## config.mk

```make
export PLATFORM = sky130hd
export DESIGN_NAME = prog_loader
export DESIGN_NICKNAME = d
export VERILOG_FILES = /design/src/rtl/comp_pkg.sv /design/src/rtl/prog_loader_byte_to_word.sv /design/src/rtl/prog_loader.sv
export SDC_FILE = /design/constraint.sdc
export NUM_CORES = 1
export LEC_CHECK = 0
export BUFFER_PORTS_ARGS = -buffer_cell sky130_fd_sc_hd__buf_2
export CAP_MARGIN = 40
export CORE_AREA = 2 2 132 134
export DETAILED_ROUTE_END_ITERATION = 8
export DIE_AREA = 0 0 134 136
export MAX_ROUTING_LAYER = met4
export PLACE_DENSITY = 0.69
export SETUP_SLACK_MARGIN = 0.5
export SLEW_MARGIN = 10
export SYNTH_ARGS = -nofsm -noshare
export SYNTH_HDL_FRONTEND = slang
export SYNTH_SLANG_ARGS = --single-unit
```

## constraint.sdc

```tcl
create_clock -name clk -period 5.9 [get_ports clk]
set_clock_uncertainty 0.2 [all_clocks]
set_input_delay 0.885 -clock clk [delete_from_list [all_inputs] [get_ports clk]]
set_output_delay 0.885 -clock clk [all_outputs]
set_load 0.01 [all_outputs]
```

## src/rtl/comp_pkg.sv

```systemverilog
// Shared types and sizing constants for the comp boot path.
// Used by the program loader and its byte assembler.
package comp_pkg;

   localparam int WORD_BYTES = 4;
   localparam int MEM_WORDS  = 256;

   typedef enum logic [2:0] {
      IDLE,
      HDR1,
      LOAD,
      CRST,
      RUN,
      DONE,
      ERR
   } loader_state_e;

endpackage

```

## src/rtl/prog_loader_byte_to_word.sv

```systemverilog
// Little-endian byte-to-word assembler with a wrapping lane counter.
// word/word_valid reflect the word completed by the byte accepted now.
module byte_to_word
   import comp_pkg::*;
(
   input  logic        clk,
   input  logic        rst_n,
   input  logic [7:0]  octet,
   input  logic        accept,
   input  logic        clear,
   output logic [31:0] word,
   output logic        word_valid
);

   localparam int LW = $clog2(WORD_BYTES);

   logic [LW-1:0] lane;
   logic [31:0]   shreg;

   // Bytes shift in from the top, so the first byte ends up in [7:0].
   assign word       = {octet, shreg[31:8]};
   assign word_valid = accept && (lane == LW'(WORD_BYTES - 1));

   always_ff @(posedge clk or negedge rst_n) begin
      if (!rst_n) begin
         lane  <= '0;
         shreg <= '0;
      end else if (clear) begin
         lane  <= '0;
      end else if (accept) begin
         lane  <= lane + 1'b1;
         shreg <= word;
      end
   end

endmodule

```

## src/rtl/prog_loader.sv

```systemverilog
// Boot loader for comp: length-prefixed byte image -> OOB word writes,
// then core reset pulse and a timed run until halt or timeout.
module prog_loader
   import comp_pkg::*;
#(
   parameter int unsigned MAX_WORDS      = MEM_WORDS,
   parameter int unsigned RST_CYCLES     = 2,
   parameter int unsigned TIMEOUT_CYCLES = 100000
) (
   input  logic        clk,
   input  logic        rst_n,
   input  logic [7:0]  in_data,
   input  logic        in_valid,
   output logic        in_ready,
   output logic [31:0] oob_wr_addr,
   output logic [31:0] oob_wr_data,
   output logic        oob_wen,
   output logic        core_rst,
   input  logic        halt,
   output logic        busy,
   output logic        done,
   output logic        err,
   output logic [31:0] run_cycles
);

   loader_state_e state, state_nxt;

   logic [7:0]  n_lo;
   logic [15:0] n_full;
   logic [15:0] nwords;
   logic [15:0] idx;
   logic [31:0] rst_cnt;
   logic [31:0] word;
   logic        word_valid;
   logic        hdr_bad;
   logic        hdr_ok;
   logic        accept;
   logic        last_word;
   logic        timeout_hit;

   assign n_full      = {in_data, n_lo};
   assign hdr_bad     = (n_full == 16'd0) || (32'(n_full) > MAX_WORDS);
   assign hdr_ok      = (state == HDR1) && in_valid && !hdr_bad;
   assign accept      = (state == LOAD) && in_valid;
   assign last_word   = word_valid && (idx == nwords - 16'd1);
   assign timeout_hit = run_cycles >= (TIMEOUT_CYCLES - 1);

   byte_to_word u_b2w (
      .clk        (clk),
      .rst_n      (rst_n),
      .octet      (in_data),
      .accept     (accept),
      .clear      (hdr_ok),
      .word       (word),
      .word_valid (word_valid)
   );

   always_ff @(posedge clk or negedge rst_n) begin
      if (!rst_n) state <= IDLE;
      else        state <= state_nxt;
   end

   always_comb begin
      state_nxt = state;
      unique case (state)
         IDLE:    if (in_valid) state_nxt = HDR1;
         HDR1:    if (in_valid) state_nxt = hdr_bad ? ERR : LOAD;
         LOAD:    if (last_word) state_nxt = CRST;
         CRST:    if (rst_cnt == RST_CYCLES - 1) state_nxt = RUN;
         RUN:     if (halt || timeout_hit) state_nxt = DONE;
         DONE:    if (in_valid) state_nxt = HDR1;
         ERR:     state_nxt = ERR;
         default: state_nxt = IDLE;
      endcase
   end

   always_comb begin
      in_ready = 1'b0;
      core_rst = 1'b1;
      busy     = 1'b0;
      done     = 1'b0;
      unique case (state)
         IDLE: in_ready = 1'b1;
         HDR1, LOAD: begin
            in_ready = 1'b1;
            busy     = 1'b1;
         end
         CRST: busy = 1'b1;
         RUN: begin
            busy     = 1'b1;
            core_rst = 1'b0;
         end
         DONE: begin
            done     = 1'b1;
            core_rst = 1'b0;
            in_ready = 1'b1;
         end
         default: ;
      endcase
   end

   always_ff @(posedge clk or negedge rst_n) begin
      if (!rst_n) begin
         n_lo        <= '0;
         nwords      <= '0;
         idx         <= '0;
         rst_cnt     <= '0;
         oob_wen     <= 1'b0;
         oob_wr_addr <= '0;
         oob_wr_data <= '0;
         err         <= 1'b0;
         run_cycles  <= '0;
      end else begin
         oob_wen <= 1'b0;
         unique case (state)
            IDLE, DONE: if (in_valid) n_lo <= in_data;
            HDR1: begin
               if (in_valid && hdr_bad) err <= 1'b1;
               if (hdr_ok) begin
                  nwords <= n_full;
                  idx    <= '0;
                  err    <= 1'b0;
               end
            end
            LOAD: if (word_valid) begin
               oob_wen     <= 1'b1;
               oob_wr_addr <= {16'd0, idx};
               oob_wr_data <= word;
               idx         <= idx + 16'd1;
               if (last_word) begin
                  rst_cnt    <= '0;
                  run_cycles <= '0;
               end
            end
            CRST: rst_cnt <= rst_cnt + 32'd1;
            // halt freezes the count and takes priority over timeout
            RUN: if (!halt) begin
               run_cycles <= run_cycles + 32'd1;
               if (timeout_hit) err <= 1'b1;
            end
            default: ;
         endcase
      end
   end

endmodule

```

==> impl_metrics.json <==
{
  "status": "completed",
  "cts_tree": "done",
  "yosysWarnings": 0,
  "p_leak_nw": 4.926,
  "hold_buffers": 0,
  "start_util_pct": 51.64,
  "max_freq_ghz": 0.2809,
  "synth_cell_type_count": 54,
  "cp.arrival_ps": 3640,
  "n_antenna_cell": 0,
  "syn_to_final_growth_pct": 14.07,
  "drc_errors": 0,
  "peakVddDrop_mv": 0.2248,
  "cp-end-kind": "flop",
  "die_h_um": 136,
  "grt-ovfl-total": 0,
  "layout_min_cycle_time_ps": 3560,
  "path_clk_slew_ps": 70,
  "viasPerCell": 5.176,
  "grt_pass1_vias": 6062,
  "crit_path_top_delay_cell": "or4b_1",
  "synth.most_common_cell": "nand2_1",
  "antenna_found_initial": 0,
  "worst_pin_slew_ps": 875.9,
  "hold_path_class": "in -> async",
  "clk_latency_ps": 430,
  "async_reset_ff_share_pct": 100.0,
  "cts_sinks": 183,
  "ys_seq_elements": 183,
  "rows": 48,
  "port_buffers": 97,
  "grt_pass1_wl_mm": 30.10,
  "gp_congestion": 0.8278,
  "drive_above_1_share_pct": 19.62,
  "core_mm2": 0.01688,
  "cts_setup_buffers": 0,
  "p_total_mw": 3.773,
  "drtPass1Iterations": 4,
  "die_area_mm2": 0.01822,
  "finalCritPeriodShare_pct": 60.34,
  "cts_buffer_depth": 2,
  "max_stage_delay_ps": 580,
  "cp.required_ps": 5980,
  "first_iter_violations": 339,
  "syn_area_per_cell_um2": 9.748,
  "postSynthCellCount": 894,
  "startpoint_type": "flop",
  "cts_resized": 0,
  "grt_max_degree": 66,
  "grt_setup_unrepaired": "false",
  "num_io_pins": 114,
  "vias": 6310,
  "cap_violations": 0,
  "grtUsageTotal_pct": 21.15,
  "maxSlewViolCount": 0,
  "cts_htree_levels": 4,
  "setup_violations": 0,
  "nFillCells": 1537,
  "routed_wirelength_mm": 17.90,
  "ant_nets": 0,
  "synthTopCellsByCount": "nand2_1, dfrtp_1, nor2_1",
  "worst-path-max-fanout": 65,
  "synth.top_cells.by_area": "dfrtp_1, nand2_1, mux2_2, nor2_1, xnor2_1",
  "fp.dieW_um": 134,
  "powerDensity_mw_per_mm2": 379.5,
  "cts-root-buf": "clkbuf_16",
  "finalHoldViolCount": 0,
  "worstSetupPathType": "reg -> reg",
  "synth_top_area_cell": "dfrtp_1",
  "syn_area_mm2": 0.008715,
  "ys.flop_type": "dfrtp_1",
  "synth_top_area_share_pct": 52.55,
  "finalSetupTns_ps": 0,
  "slew_headroom_pct": 41.16,
  "ys_seq_area_share_pct": 52.55,
  "nets": 999,
  "dpl.hpwl_mm": 11.95,
  "cts_inserted_buffers": 17,
  "synth_edf_count": 0,
  "cp_cell_sequence": "inv_1 > ha_1 > or4b_1 > nor3_2 > mux2_2 > o21ai_1 > o2111ai_1 > nor4b_4 > buf_4 > o21ai_0",
  "wl_per_cell_um": 14.68
}
-- through the flow --
step / utilization (%) / hold slack (ps) / cells / setup WS (ps) / area, µm²
2_1_floorplan: - / 234.8 / 909 / 2827 / 8771
3_3_place_gp: 55.15 / 254.1 / 1186 / 2420 / 9306
3_5_place_dp: 55.19 / 256.7 / 1187 / 2344 / 9314
4_1_cts: 58.90 / 223.4 / 1219 / 2329 / 9941
5_1_grt: 58.90 / 230.3 / 1219 / 2143 / 9941
6_report: 58.90 / 202.0 / 1219 / 2340 / 9941
-- worst paths after layout --
kind / startpoint / to / slack [ps] / cells past startpoint
max in group asynchronous: rst_n / oob_wr_data[4] / 4040 / 2
min in group clk: oob_wr_data[14] / oob_wr_data[14] / 270 / 2
worst min register to register: oob_wr_data[14] / oob_wr_data[14] / 270 / 2
worst min-delay path: rst_n / run_cycles[19] / 200 / 1
worst max-delay path: nwords[0] / run_cycles[1] / 2340 / 10
worst max register to register: nwords[0] / run_cycles[1] / 2340 / 10
-- layout make-up --
type	count	area [µm²]	share of cell area, %
clock buffer	17	425.4	4.279
tap	225	281.5	2.832
inverter	19	71.32	0.7174
multi-input combinational	654	3822	38.45
sequential	183	4579	46.07
clock inverter	15	201.4	2.026
timing repair buffer	106	559.3	5.626
-- cells by family (layout without fill, tap and decap cells) --
kind of cell,after synthesis,in the layout,synth area share [%]
muxes,42,42,5.427
buffers and inverters,72,157,4.436
DFF,183,183,52.55
adders and majority gates,6,6,0.8614
AOI/OAI and AO/OA,37,37,2.972
and+or+nand+nor,460,460,24.36
xor gates and xnor gates,93,93,9.347
other,1,16,0.04303
-- cells in the final DEF (no fill, tap or decap), types with 9 or more instances in the layout --
cell type	n
nor4_1	18
mux2_2	42
inv_1	18
nor2_1	116
buf_4	9
dfrtp_1	183
nand3_1	32
buf_2	96
clkbuf_16	17
nor2b_1	11
nor3_1	17
nand2_1	187
conb_1	16
xor2_1	45
nand4_1	23
xnor2_1	48
and3_1	11
-- routing by layer --
| layer | vias to the layer above | global-route usage (%) | share of wire, % | wire length, µm |
|---|---|---|---|---|
| met5 | - | - | 0 | 0 |
| met4 | 0 | 4.433 | 0.81 | 145 |
| met3 | 12 | 4.735 | 4.0 | 718 |
| met2 | 114 | 33.30 | 48 | 8602 |
| met1 | 3075 | 28.42 | 47 | 8431 |
| li1 | 3109 | - | - | - |
-- worst max-delay path: cells and delay by family (launching register included) --
kind            cells  cell delay, ps
flops               1             410
buf+inv             2             640
mux                 1             370
simple gates        3            1120
fa+ha+maj           1             180
compound gates      3             450
-- power by group --
group          switching [mW]  total [mW]  internal, mW
clock network           0.560        1.18         0.616
registers               0.274        1.80          1.52
logic                   0.405       0.801         0.396
total                    1.24        3.77          2.53
-- registers in the layout (all words and copies together) (netlist names), 8 cells and up --
register and count:
rst_cnt 32, u_b2w.shreg 24, idx 16, run_cycles 32
oob_wr_data 32, oob_wr_addr 16, nwords 16, n_lo 8
No activity file was read; power rests on OpenSTA's default activity.
